==> src/rtl/aesl_monitor_pkg.sv <==
// Shared definitions for the AXI-stream deadlock monitors: FSM states,
// channel direction constants and a lowest-set-bit helper.
package aesl_monitor_pkg;

   typedef enum logic [1:0] {
      ST_IDLE    = 2'd0,
      ST_ARMED   = 2'd1,
      ST_LATCHED = 2'd2
   } mon_state_e;

   localparam bit DIR_IN  = 1'b1;
   localparam bit DIR_OUT = 1'b0;

   // Index of the lowest set bit; 0 when no bit is set.
   function automatic int lowest_set(input logic [31:0] v);
      int   idx;
      logic found;
      idx   = 0;
      found = 1'b0;
      for (int i = 0; i < 32; i++) begin
         if (v[i] && !found) begin
            idx   = i;
            found = 1'b1;
         end
      end
      return idx;
   endfunction

endpackage

==> src/rtl/axis_block_sig_gen_if.sv <==
// Monitor-side bundle: observed TVALID/TREADY, control strobes and block report.
interface axis_block_sig_gen_if #(
   parameter int NUM_CH   = 8,
   parameter int CH_IDX_W = 3
);
   logic                enable;
   logic                clear_latch;
   logic [NUM_CH-1:0]   tvalid;
   logic [NUM_CH-1:0]   tready;
   logic [NUM_CH-1:0]   axis_block_sigs;
   logic                any_block;
   logic                first_block_valid;
   logic [CH_IDX_W-1:0] first_block_ch;

   modport slave (
      input  enable, clear_latch, tvalid, tready,
      output axis_block_sigs, any_block, first_block_valid, first_block_ch
   );

   modport master (
      output enable, clear_latch, tvalid, tready,
      input  axis_block_sigs, any_block, first_block_valid, first_block_ch
   );
endinterface

==> src/rtl/axis_block_sig_gen_counter.sv <==
// One channel: stall decode, saturating run-length counter and registered block flag.
module axis_stall_counter
   import aesl_monitor_pkg::*;
#(
   parameter bit DIR    = DIR_IN,
   parameter int THRESH = 4
)(
   input  logic clock,
   input  logic reset,
   input  logic run,
   input  logic tvalid,
   input  logic tready,
   output logic blk,
   output logic blk_nxt
);
   localparam int                CNT_W   = (THRESH < 1) ? 1 : $clog2(THRESH + 1);
   localparam logic [CNT_W-1:0] CNT_MAX = CNT_W'(THRESH);

   logic             stall;
   logic [CNT_W-1:0] cnt_p1;
   logic [CNT_W-1:0] cnt_nxt;
   logic             blk_p1;

   // Consumer side stalls when starved, producer side when back-pressured.
   assign stall = (DIR == DIR_IN) ? (tready & ~tvalid) : (tvalid & ~tready);

   always_comb begin
      cnt_nxt = '0;
      if (run && stall)
         cnt_nxt = (cnt_p1 == CNT_MAX) ? CNT_MAX : cnt_p1 + CNT_W'(1);
   end

   assign blk_nxt = (cnt_nxt == CNT_MAX);

   // Stage p1: counter and flag registers
   always_ff @(posedge clock) begin
      if (!reset) begin
         cnt_p1 <= '0;
         blk_p1 <= 1'b0;
      end else begin
         cnt_p1 <= cnt_nxt;
         blk_p1 <= blk_nxt;
      end
   end

   assign blk = blk_p1;

endmodule

==> src/rtl/axis_block_sig_gen.sv <==
// Per-channel AXI-stream block flags for the cosim deadlock monitors, with a
// latch recording the first channel to block.
module axis_block_sig_gen
   import aesl_monitor_pkg::*;
#(
   parameter int                NUM_CH       = 8,
   parameter logic [NUM_CH-1:0] DIR_MASK     = NUM_CH'(8'h0F),
   parameter int                STALL_THRESH = 4,
   parameter int                CH_IDX_W     = 3
)(
   input  logic                 clock,
   input  logic                 reset,
   axis_block_sig_gen_if.slave  mon
);
   mon_state_e          state;
   mon_state_e          state_nxt;
   logic                run;
   logic [NUM_CH-1:0]   blk;
   logic [NUM_CH-1:0]   blk_nxt;
   logic [NUM_CH-1:0]   rise;
   logic                any_p1;
   logic [CH_IDX_W-1:0] ch_p1;
   logic [CH_IDX_W-1:0] ch_nxt;
   logic [CH_IDX_W-1:0] rise_lo;

   // Counters only advance once the FSM has left IDLE.
   assign run = mon.enable && (state != ST_IDLE);

   for (genvar i = 0; i < NUM_CH; i++) begin : g_ch
      axis_stall_counter #(
         .DIR    (DIR_MASK[i]),
         .THRESH (STALL_THRESH)
      ) u_cnt (
         .clock   (clock),
         .reset   (reset),
         .run     (run),
         .tvalid  (mon.tvalid[i]),
         .tready  (mon.tready[i]),
         .blk     (blk[i]),
         .blk_nxt (blk_nxt[i])
      );
   end

   assign rise    = blk_nxt & ~blk;
   assign rise_lo = CH_IDX_W'(lowest_set(32'(rise)));

   always_comb begin
      state_nxt = state;
      ch_nxt    = ch_p1;
      if (!mon.enable) begin
         state_nxt = ST_IDLE;
         ch_nxt    = '0;
      end else begin
         case (state)
            ST_IDLE:  state_nxt = ST_ARMED;
            ST_ARMED: begin
               if (|rise) begin
                  state_nxt = ST_LATCHED;
                  ch_nxt    = rise_lo;
               end
            end
            ST_LATCHED: begin
               // A clear colliding with a fresh rise re-arms straight onto the new channel.
               if (mon.clear_latch) begin
                  if (|rise) ch_nxt    = rise_lo;
                  else       state_nxt = ST_ARMED;
               end
            end
            default:  state_nxt = ST_IDLE;
         endcase
      end
   end

   // Stage p1: FSM, latched index and aggregate flag
   always_ff @(posedge clock) begin
      if (!reset) begin
         state  <= ST_IDLE;
         ch_p1  <= '0;
         any_p1 <= 1'b0;
      end else begin
         state  <= state_nxt;
         ch_p1  <= ch_nxt;
         any_p1 <= |blk_nxt;
      end
   end

   assign mon.axis_block_sigs   = blk;
   assign mon.any_block         = any_p1;
   assign mon.first_block_valid = (state == ST_LATCHED);
   assign mon.first_block_ch    = ch_p1;

endmodule

==> src/flat_wrapper.sv <==
// flat-port wrapper written by rule: the top's interface ports become plain ports
module axis_block_sig_gen_flat import aesl_monitor_pkg::*;
#(
   parameter int                NUM_CH       = 8,
   parameter logic [NUM_CH-1:0] DIR_MASK     = NUM_CH'(8'h0F),
   parameter int                STALL_THRESH = 4,
   parameter int                CH_IDX_W     = 3
)
  (clock, reset, mon_enable, mon_clear_latch, mon_tvalid, mon_tready, mon_axis_block_sigs, mon_any_block, mon_first_block_valid, mon_first_block_ch);
  axis_block_sig_gen_if #(.NUM_CH(NUM_CH), .CH_IDX_W(CH_IDX_W)) mon_i ();
  input  logic clock;
  input  logic reset;
  input wire logic [$bits(mon_i.enable)-1:0] mon_enable;
  input wire logic [$bits(mon_i.clear_latch)-1:0] mon_clear_latch;
  input wire logic [$bits(mon_i.tvalid)-1:0] mon_tvalid;
  input wire logic [$bits(mon_i.tready)-1:0] mon_tready;
  output wire logic [$bits(mon_i.axis_block_sigs)-1:0] mon_axis_block_sigs;
  output wire logic [$bits(mon_i.any_block)-1:0] mon_any_block;
  output wire logic [$bits(mon_i.first_block_valid)-1:0] mon_first_block_valid;
  output wire logic [$bits(mon_i.first_block_ch)-1:0] mon_first_block_ch;
  assign mon_i.enable = mon_enable;
  assign mon_i.clear_latch = mon_clear_latch;
  assign mon_i.tvalid = mon_tvalid;
  assign mon_i.tready = mon_tready;
  assign mon_axis_block_sigs = mon_i.axis_block_sigs;
  assign mon_any_block = mon_i.any_block;
  assign mon_first_block_valid = mon_i.first_block_valid;
  assign mon_first_block_ch = mon_i.first_block_ch;
  axis_block_sig_gen #(.NUM_CH(NUM_CH), .DIR_MASK(DIR_MASK), .STALL_THRESH(STALL_THRESH), .CH_IDX_W(CH_IDX_W)) u_core (.clock(clock), .reset(reset), .mon(mon_i));
endmodule
==> config.mk <==
export PLATFORM = sky130hd
export DESIGN_NAME = axis_block_sig_gen_flat
export DESIGN_NICKNAME = d
export VERILOG_FILES = /design/src/rtl/aesl_monitor_pkg.sv /design/src/rtl/axis_block_sig_gen_if.sv /design/src/rtl/axis_block_sig_gen_counter.sv /design/src/rtl/axis_block_sig_gen.sv /design/src/flat_wrapper.sv
export SDC_FILE = /design/constraint.sdc
export NUM_CORES = 1
export LEC_CHECK = 0
export CAP_MARGIN = 20
export CELL_PAD_IN_SITES_DETAIL_PLACEMENT = 0
export CELL_PAD_IN_SITES_GLOBAL_PLACEMENT = 1
export CORE_ASPECT_RATIO = 1.75
export CORE_MARGIN = 2
export CORE_UTILIZATION = 42
export DETAILED_ROUTE_END_ITERATION = 16
export PLACE_DENSITY_LB_ADDON = 0.1
export SYNTH_ARGS = -nofsm -noshare
export SYNTH_HDL_FRONTEND = slang
export SYNTH_HIERARCHICAL = 1
export SYNTH_SLANG_ARGS = --single-unit
export TNS_END_PERCENT = 50
==> constraint.sdc <==
create_clock -name clock -period 5.7 [get_ports clock]
set_input_delay 0.855 -clock clock [delete_from_list [all_inputs] [get_ports clock]]
set_output_delay 0.855 -clock clock [all_outputs]
set_load 0.03 [all_outputs]
==> metrics <==
Req. time, crit path 5.90 ns; most common cell after layout, fill and taps aside dfxtp_1; period utilisation layout 51.02%; total number of vias 1,616; max_slew headroom 63.00%; cell taking the most area after synthesis dfxtp_1; critical path's slowest cell clkdlybuf4s50_1; Hold Buf Count CTS 0; # IOs 33; Post-DP Area 0.002310 mm2; fin util 54.18%; final worst slack 2.792 ns; setup bufs post-CTS 0; initial antenna violation count 0; clk_skew 0.003574 ns; Num CTS Buffers 5; share of cells above drive strength 1 5.159%; EDFF count, synth 0; FP Rows 32; Post-Syn Area per Cell 9.040 um2; RSZ-0062 raised after global routing no; met1 usage 18.86%; synth top area cells dfxtp_1 40%, ha_1 10%, nor3_1 5.5%, nor2_1 5.1%, inv_1 4.5%; register bit total from synthesis 38; post-synthesis cell type count 40; Post-Place Setup Slack 2.491 ns; first-pass GRT wire length 6555 um; Routed Antenna Nets 0; startpoint types primary input; via/cell ratio 5.333; Die Y 93.57 um; GR Overflow Total 0; dpl hpwl 3178 um; Core Area 0.004404 mm2; Cell Area, Synth 0.001926 mm2; H-tree levels 2; Ys Warns 6; final WL 3990 um; most frequent cells in the layout 38 x dfxtp_1, 32 x clkdlybuf4s50_1, 26 x nor2_1; maximum buffer depth of the clock tree 2; die area 0.005164 mm2; syn_nets 249; fin. max-slew vios 0; met2 usage 30.46%; clock latency on the worst-skew pair 0.28 ns; clock sinks 38; Async S/R FF share, synth 0%; Slew @ Worst Pin 0.5550 ns; top cell type's share of synthesized area 39.51%; CP cell instances clkdlybuf4s50_1 > o21a_1 > nand3b_1 > nor3_1 > nor2b_1 > o21ai_0 > a211o_1 > o22ai_1; setup slack, reg-to-reg 3.42 ns; Pleak 0.8246 nW; Hold Path Class reg -> reg; final hold vios 0; CP max stage delay 0.49 ns; ANT cells 0; busiest grt layer met2; register area share after synthesis 39.51%; Initial Utilization 43.72%; CP bufs+invs 1; run status finished clean; CTS tree done; # DRC 0; pwr/cell area 195.9 mW/mm2; largest net degree at the start of global routing 17; initial detailed-routing violation count 25; Post-Synthesis Cells 213; chip width 55.19 um; Post-CTS Resized 0; Max Freq 0.3439 GHz; Top delay family on crit path compound AO/OA/AOI/OAI gates; Total GRT Usage 17.12%; max-cap check violation count 0; final layout net count 288; worst hold margin 0.4645 ns; CP arrival 3.11 ns; Max rail drop VDD 0.1798 mV; endpoints failing setup 0; Root Buffer clkbuf_8; Routed wire per std cell 13.17 um; PortBufs 32; routing usage on met3 4.153%; Setup Total Neg Slack 0 ns; Area Growth Syn to Fin 23.91%; final instance area 0.002386 mm2; crit path max fanout 16; Period minus WS final 2.908 ns; vias in the first global route 1,491; worst setup path category in -> reg; Top FF cell, synth dfxtp_1; Worst setup EP type register; GP Congestion 0.7779; clock transition at the registers of the reported paths 0.07 ns; total iterations of the first detailed-routing run 4
[layout make-up]
class / count / area [um2]
Sequential cell: 38 / 760.7
Clock buffer: 7 / 76.32
Timing Repair Buffer: 32 / 320.3
Inverter: 23 / 86.33
Fill cell: 447 / 2018
Tap cell: 51 / 63.81
Multi-Input combinational cell: 152 / 1079
[worst paths after layout]
kind	startpoint	to	cells past startpoint
max reg2reg	u_core/state[1]	u_core/mon.first_block_ch[0]	7
min	u_core/g_ch[0].u_cnt/cnt_p1[0]	u_core/g_ch[0].u_cnt/cnt_p1[0]	1
min reg2reg	u_core/g_ch[0].u_cnt/cnt_p1[0]	u_core/g_ch[0].u_cnt/cnt_p1[0]	1
max	mon_enable	u_core/mon.first_block_ch[0]	8
[cells by family after synthesis]
group / Yosys count / share of synthesized area [%]
flops: 38 / 39.51
compound gates: 30 / 12.41
buf+inv: 23 / 4.483
fa+ha+maj: 16 / 10.40
mux: 1 / 0.5198
xor+xnor: 8 / 3.639
simple gates: 97 / 29.05
[cells in the mapped netlist, types with 2 or more instances]
library cell and instances:
nand4b_1 8, a211oi_1 8, nor2b_1 4, and2b_4 2
ha_1 16, nand2_1 13, a211o_1 2, o221a_1 2
nand3b_1 7, xor2_1 7, a22oi_1 7, nor2b_4 2
nor3_1 21, nand2b_1 3, nor4_1 2, dfxtp_1 38
nor2_1 26, inv_1 23
[worst register-to-register path, delay by kind of cell (launching register included)]
kind,cells,cell delay [ns]
compound gates,4,1.18
flops,1,0.42
simple gates,3,0.60
[registers in the layout (all words and copies together), names as in the netlist]
name and count:
u_core/g_ch.u_cnt/blk 8, u_core/g_ch.u_cnt/cnt_p1 24, u_core/mon.any_block 1, u_core/mon.first_block_ch 3, u_core/state 2
[metrics by stage]
stage | power, mW | cells
floorplan | 0.2840 | 213
global placement | 0.3029 | 296
detailed placement | 0.3027 | 296
CTS | 0.4755 | 303
global route | 0.4879 | 303
finish | 0.4674 | 303
[power by group]
group          switching, mW  internal (mW)
logic                 0.0117         0.0168
registers            0.00147          0.267
clock network         0.0866         0.0842
total                 0.0997          0.368
[routing by layer]
| metal | part of all wire, % | wire length [um] | up-vias |
|---|---|---|---|
| met5 | 0 | 0 | - |
| met4 | 2.0 | 78 | 0 |
| met3 | 4.4 | 175 | 8 |
| met2 | 54 | 2141 | 34 |
| met1 | 40 | 1595 | 745 |
| li1 | - | - | 829 |
Power figures use the tool's default switching activity.
